==> config.mk <==
export PLATFORM = sky130hd
export DESIGN_NAME = leaf_width_adapter
export DESIGN_NICKNAME = d
export VERILOG_FILES = /design/src/rtl/leaf_adapter_pkg.sv /design/src/rtl/leaf_pack_ch.sv /design/src/rtl/leaf_unpack_ch.sv /design/src/rtl/leaf_width_adapter.sv
export SDC_FILE = /design/constraint.sdc
export NUM_CORES = 1
export LEC_CHECK = 0
export ABC_AREA = 1
export BUFFER_PORTS_ARGS = -buffer_cell sky130_fd_sc_hd__buf_2
export CAP_MARGIN = 20
export CORE_MARGIN = 5
export CORE_UTILIZATION = 45
export CTS_CLUSTER_DIAMETER = 150
export DETAILED_ROUTE_END_ITERATION = 6
export PLACE_DENSITY = 0.81
export SYNTH_ARGS = -nofsm -noshare
export SYNTH_HDL_FRONTEND = slang
export SYNTH_HIERARCHICAL = 1
export SYNTH_SLANG_ARGS = --single-unit
export TNS_END_PERCENT = 10
==> constraint.sdc <==
create_clock -name clk -period 2.7 [get_ports clk]
set_input_delay 0.27 -clock clk [delete_from_list [all_inputs] [get_ports clk]]
set_output_delay 0.27 -clock clk [all_outputs]
set_load 0.1 [all_outputs]
==> src/rtl/leaf_adapter_pkg.sv <==
// Shared constants and width helpers for the leaf_width_adapter channel modules.
package leaf_adapter_pkg;

    localparam int unsigned PAYLOAD_BITS_DEF = 32;
    localparam int unsigned CNT_BITS         = 16;

    // Slice index width; at least one bit so RATIO==1 still has a legal index.
    function automatic int unsigned idx_width(input int unsigned ratio);
        return (ratio > 1) ? $clog2(ratio) : 1;
    endfunction

    // Pack counter width: must hold 0..ratio inclusive.
    function automatic int unsigned cnt_width(input int unsigned ratio);
        return $clog2(ratio + 1);
    endfunction

endpackage

==> src/rtl/leaf_pack_ch.sv <==
// One input channel: packs RATIO payload words (slot 0 in the LSBs) into one kernel word.
// With LEAF_WIDTH_ADAPTER_CNT_EN it also counts delivered kernel words.
module leaf_pack_ch
    import leaf_adapter_pkg::*;
#(
    parameter int unsigned PAYLOAD_BITS = PAYLOAD_BITS_DEF,
    parameter int unsigned RATIO        = 2
) (
    input  logic                          clk,
    input  logic                          reset,
    input  logic                          flush,
    input  logic [PAYLOAD_BITS-1:0]       din,
    input  logic                          vld,
    output logic                          ack,
    output logic [PAYLOAD_BITS*RATIO-1:0] tdata,
    output logic                          tvalid,
    input  logic                          tready
`ifdef LEAF_WIDTH_ADAPTER_CNT_EN
    ,
    output logic [CNT_BITS-1:0]           word_cnt
`endif
);

    localparam int unsigned CW = cnt_width(RATIO);
    localparam int unsigned KW = PAYLOAD_BITS * RATIO;
    localparam logic [CW-1:0] FULL_CNT = CW'(RATIO);

    logic [CW-1:0] cnt_q;
    logic [CW-1:0] cnt_d;
    logic [CW-1:0] wr_slot;
    logic [KW-1:0] data_d;
    logic          valid_d;
    logic          take;
    logic          deliver;

    // Accept while there is room, or when the kernel frees the slot this cycle.
    assign ack = !reset && ((cnt_q < FULL_CNT) || tready);

    always_comb begin
        take    = vld && ack;
        deliver = tvalid && tready;
        cnt_d   = cnt_q;
        data_d  = tdata;
        wr_slot = deliver ? '0 : cnt_q;
        if (flush) begin
            // Partial words are dropped; a completed word only leaves via the kernel.
            if (deliver || (cnt_q < FULL_CNT)) begin
                cnt_d = '0;
            end
        end else if (take) begin
            cnt_d = wr_slot + CW'(1);
            for (int unsigned k = 0; k < RATIO; k++) begin
                if (wr_slot == CW'(k)) begin
                    data_d[k*PAYLOAD_BITS +: PAYLOAD_BITS] = din;
                end
            end
        end else if (deliver) begin
            cnt_d = '0;
        end
        valid_d = (cnt_d == FULL_CNT);
    end

    always_ff @(posedge clk or posedge reset) begin
        if (reset) begin
            cnt_q  <= '0;
            tdata  <= '0;
            tvalid <= 1'b0;
        end else begin
            cnt_q  <= cnt_d;
            tdata  <= data_d;
            tvalid <= valid_d;
        end
    end

`ifdef LEAF_WIDTH_ADAPTER_CNT_EN
    // Free-running delivered-word count; wraps naturally and ignores flush.
    always_ff @(posedge clk or posedge reset) begin
        if (reset) begin
            word_cnt <= '0;
        end else if (deliver) begin
            word_cnt <= word_cnt + CNT_BITS'(1);
        end
    end
`endif

endmodule

==> src/rtl/leaf_unpack_ch.sv <==
// One output channel: splits a kernel word into RATIO payload words, LSB slice first.
module leaf_unpack_ch
    import leaf_adapter_pkg::*;
#(
    parameter int unsigned PAYLOAD_BITS = PAYLOAD_BITS_DEF,
    parameter int unsigned RATIO        = 2
) (
    input  logic                          clk,
    input  logic                          reset,
    input  logic [PAYLOAD_BITS*RATIO-1:0] tdata,
    input  logic                          tvalid,
    output logic                          tready,
    output logic [PAYLOAD_BITS-1:0]       dout,
    output logic                          vld,
    input  logic                          ack
);

    localparam int unsigned IW = idx_width(RATIO);
    localparam int unsigned KW = PAYLOAD_BITS * RATIO;
    localparam logic [IW-1:0] LAST_IDX = IW'(RATIO - 1);

    logic [KW-1:0]           hold_q;
    logic [KW-1:0]           hold_d;
    logic [IW-1:0]           idx_q;
    logic [IW-1:0]           idx_d;
    logic                    full_d;
    logic [PAYLOAD_BITS-1:0] dout_d;
    logic                    pop;
    logic                    load;

    // Reload in the same cycle the last slice leaves so the stream has no bubble.
    assign tready = !reset && (!vld || ((idx_q == LAST_IDX) && ack));

    always_comb begin
        pop    = vld && ack;
        load   = tvalid && tready;
        hold_d = hold_q;
        idx_d  = idx_q;
        full_d = vld;
        dout_d = dout;
        if (load) begin
            hold_d = tdata;
            idx_d  = '0;
            full_d = 1'b1;
        end else if (pop) begin
            if (idx_q == LAST_IDX) begin
                idx_d  = '0;
                full_d = 1'b0;
            end else begin
                idx_d = idx_q + IW'(1);
            end
        end
        for (int unsigned k = 0; k < RATIO; k++) begin
            if (idx_d == IW'(k)) begin
                dout_d = hold_d[k*PAYLOAD_BITS +: PAYLOAD_BITS];
            end
        end
    end

    always_ff @(posedge clk or posedge reset) begin
        if (reset) begin
            hold_q <= '0;
            idx_q  <= '0;
            vld    <= 1'b0;
            dout   <= '0;
        end else begin
            hold_q <= hold_d;
            idx_q  <= idx_d;
            vld    <= full_d;
            dout   <= dout_d;
        end
    end

endmodule

==> src/rtl/leaf_width_adapter.sv <==
// Multi-channel width adapter between leaf_interface ports and a wide HLS kernel.
// Optional LEAF_WIDTH_ADAPTER_CNT_EN adds per-input-channel word_cnt (16 bits each).
module leaf_width_adapter
    import leaf_adapter_pkg::*;
#(
    parameter int unsigned PAYLOAD_BITS  = PAYLOAD_BITS_DEF,
    parameter int unsigned RATIO         = 2,
    parameter int unsigned NUM_IN_PORTS  = 1,
    parameter int unsigned NUM_OUT_PORTS = 1
) (
    input  logic                                    clk,
    input  logic                                    reset,
    input  logic                                    flush,
    input  logic [NUM_IN_PORTS*PAYLOAD_BITS-1:0]    dout_leaf_interface2user,
    input  logic [NUM_IN_PORTS-1:0]                 vld_interface2user,
    output logic [NUM_IN_PORTS-1:0]                 ack_user2interface,
    output logic [NUM_IN_PORTS*PAYLOAD_BITS*RATIO-1:0]  user_in_tdata,
    output logic [NUM_IN_PORTS-1:0]                 user_in_tvalid,
    input  logic [NUM_IN_PORTS-1:0]                 user_in_tready,
    input  logic [NUM_OUT_PORTS*PAYLOAD_BITS*RATIO-1:0] user_out_tdata,
    input  logic [NUM_OUT_PORTS-1:0]                user_out_tvalid,
    output logic [NUM_OUT_PORTS-1:0]                user_out_tready,
    output logic [NUM_OUT_PORTS*PAYLOAD_BITS-1:0]   din_leaf_user2interface,
    output logic [NUM_OUT_PORTS-1:0]                vld_user2interface,
    input  logic [NUM_OUT_PORTS-1:0]                ack_interface2user
`ifdef LEAF_WIDTH_ADAPTER_CNT_EN
    ,
    output logic [NUM_IN_PORTS*CNT_BITS-1:0]        word_cnt
`endif
);

    localparam int unsigned KW = PAYLOAD_BITS * RATIO;

    for (genvar i = 0; i < NUM_IN_PORTS; i++) begin : g_pack
        leaf_pack_ch #(
            .PAYLOAD_BITS (PAYLOAD_BITS),
            .RATIO        (RATIO)
        ) u_pack (
            .clk      (clk),
            .reset    (reset),
            .flush    (flush),
            .din      (dout_leaf_interface2user[i*PAYLOAD_BITS +: PAYLOAD_BITS]),
            .vld      (vld_interface2user[i]),
            .ack      (ack_user2interface[i]),
            .tdata    (user_in_tdata[i*KW +: KW]),
            .tvalid   (user_in_tvalid[i]),
            .tready   (user_in_tready[i])
`ifdef LEAF_WIDTH_ADAPTER_CNT_EN
            ,
            .word_cnt (word_cnt[i*CNT_BITS +: CNT_BITS])
`endif
        );
    end

    for (genvar j = 0; j < NUM_OUT_PORTS; j++) begin : g_unpack
        leaf_unpack_ch #(
            .PAYLOAD_BITS (PAYLOAD_BITS),
            .RATIO        (RATIO)
        ) u_unpack (
            .clk    (clk),
            .reset  (reset),
            .tdata  (user_out_tdata[j*KW +: KW]),
            .tvalid (user_out_tvalid[j]),
            .tready (user_out_tready[j]),
            .dout   (din_leaf_user2interface[j*PAYLOAD_BITS +: PAYLOAD_BITS]),
            .vld    (vld_user2interface[j]),
            .ack    (ack_interface2user[j])
        );
    end

endmodule
==> flow_summary.yaml <==
outcome:
  status: "finished, final reports clean"
sta:
  hold_violations: 0
  slew_headroom_pct: 44.6
  tightestPinTransition_ps: 831
  timing.final.crit_share_pct: 66.3
  setup_slack_ps: 910
  rsz0062_at_grt: "no"
  setup_tns_ps: 0
  drv_slew: 0
  fin_skew_ps: 7.64
  setup_violations: 0
  fmax_mhz: 559
  hold_slack_ps: 60.4
  layout_min_cycle_time_ps: 1790
drt:
  drt_iter0_drc: 323
  wl_per_cell_microns: 14.3
  routed_wl_mm: 17.2
  ant_nets: 0
  drtPass1Iterations: 5
  num_vias: 5867
  viasPerCell: 4.86
  drt_drc_violations_left: 0
clock_tree:
  cts_htree_levels: 4
  clockRootBuffer: "clkbuf_16"
  postCtsHoldBufs: 0
  clock_latency_ps: 420
  cts_sinks: 165
  clk_pin_slew_ps: 70
  post_cts_buffers: 0
  cts_resized: 0
  numCtsBuffers: 17
  clockBufferDepth: 2
  cts_tree: "built"
floorplan:
  die_x_microns: 135
  die_h_microns: 135
  start_util_pct: 46.1
  core_area_sq_um: 15300
  rows: 45
  io_pins: 203
  die-area_sq_um: 18200
synthesis:
  synth.area.top_cells: "dfrtp_1, nand2_1, nand4_1"
  syn_inst: 800
  synth_top_family_by_area: "simple AND/OR/NAND/NOR gates"
  muxShareOfSynthArea_pct: 0
  synth_fa_ha_area_share_pct: 0.356
  ys_types: 19
  ys_ff_latch: 165
  syn_area_per_cell_sq_um: 8.80
  yosysSeqAreaShare_pct: 58.7
  synth_simple_gate_area_share_pct: 31.9
  syn_area_sq_um: 7040
  synth_compound_area_share_pct: 0.302
  syn_nets: 905
  yosys_warnings: 6
  synth_area_leader_cell: "dfrtp_1"
  synth_top_area_share_pct: 58.7
  synthXorXnorAreaFrac_pct: 0
placement:
  numPortBuffers: 202
  hpwlAfterDp_mm: 11.4
  gp_congestion: 0.794
  dp_cells: 1176
  place_worst_setup_slack_ps: 951
min_path:
  worstHoldPathCells: 3
  min_path_type: "in2reg"
setup_path:
  start_kind: "flip-flop"
  path_depth: 2
  max_stage_delay_ps: 460
  crit_buf_inv: 1
  crit_family: "buffers and inverters"
  end_kind: "primary output"
  crit_path_max_fanout: 4
  cp_slowest_cell: "buf_2"
  reg2reg_depth: 8
  cp_data_arrival_time_ps: 1520
  crit_chain: "a21oi_4 -> buf_2"
  critPathRequiredTime_ps: 2430
  crit_type: "reg2out"
job:
  cap_violations: 0
cells_and_area:
  layout_common_cells: "nand2_1, buf_2, dfrtp_1, inv_1, nand4_1"
  synthToLayoutAreaGrowth_pct: 23.3
  insertedDiodeCount: 0
  finish.net_count: 1089
  layout_commonest_cell: "nand2_1"
  finalNonFillerCells: 1208
  layout-drive-gt1-share_pct: 25.6
grt:
  antenna_found_initial: 0
  grt_remaining_overflow: 0
  grtUsageTotal_pct: 19.3
  grt_max_degree: 163
  grt_pass1_vias: 5838
  grt_pass1_wl_mm: 28.2
[stage by stage]
step	util [%]	instance area, sq um
global placement	52.9	8070
detailed placement	52.9	8070
CTS	56.8	8670
floorplan	-	7040
finish	56.8	8670
global route	56.8	8670
[routing by layer]
layer | vias up | GRT usage, % | part of all wire (%)
met5 | - | 0 | 0
met4 | 0 | 6.55 | 2.0
met3 | 24 | 4.40 | 8.1
met2 | 232 | 30.5 | 46
met1 | 2746 | 26.4 | 44
li1 | 2865 | - | -
[cells in the mapped netlist]
library cell / n
buf_6: 15
nand3_1: 36
buf_2: 27
clkbuf_1: 1
inv_1: 75
ha_1: 2
nand3_4: 1
nor2_4: 3
nor2_1: 3
nand2_2: 2
dfrtp_1: 165
a21oi_1: 1
inv_2: 2
and2_1: 32
nand4_1: 65
a21oi_4: 1
buf_4: 3
nand3_2: 1
nand2_1: 365
[sequential cells by signal, indices dropped and copies added, names as in the netlist]
signal,cells
g_pack.u_pack/cnt_q,2
g_pack.u_pack/tdata,64
g_pack.u_pack/tvalid,1
g_unpack.u_unpack/dout,32
g_unpack.u_unpack/hold_q,64
g_unpack.u_unpack/idx_q,1
g_unpack.u_unpack/vld,1
[worst reg2reg max path: stages (launching register included)]
cell and delay, ps:
dfrtp_1 380, nand2_1 80, nand2_1 100, inv_1 70, ha_1 150, inv_1 60
nor2_4 600, nand2_1 160, nand2_1 120
[cell type report]
cell class | instances | area [sq um]
clock buffers | 20 | 467
well taps | 211 | 264
repair buffers | 211 | 1090
fillers | 1363 | 6590
inverters | 77 | 294
multi-input cells | 512 | 2290
flip-flops and latches | 165 | 4130
clock inverters | 12 | 140
[path summary, 6_finish.rpt]
| check | to | slack (ps) | from |
|---|---|---|---|
| max | ack_user2interface | 910 | g_pack[0].u_pack/cnt_q[1] |
| min | g_pack[0].u_pack/tdata[34] | 60 | dout_leaf_interface2user[2] |
| max reg2reg | g_pack[0].u_pack/tdata[58] | 920 | g_pack[0].u_pack/tvalid |
| min reg2reg | g_unpack[0].u_unpack/hold_q[47] | 470 | g_unpack[0].u_unpack/hold_q[47] |
| max in group asynchronous | g_pack[0].u_pack/tdata[30] | 1910 | reset |
| min in group asynchronous | g_unpack[0].u_unpack/hold_q[63] | 160 | reset |
[cell families (layout without fill, tap and decap cells)]
family	count (synthesis)	count (layout)
flip-flops	165	165
buffers and inverters	123	320
AO/OA/AOI/OAI	2	2
adder cells (fa/ha/maj)	2	2
AND/OR/NAND/NOR	508	508
Power is not shown: default switching activity piles up to over one toggle a cycle in this logic, so the estimate is an artifact.
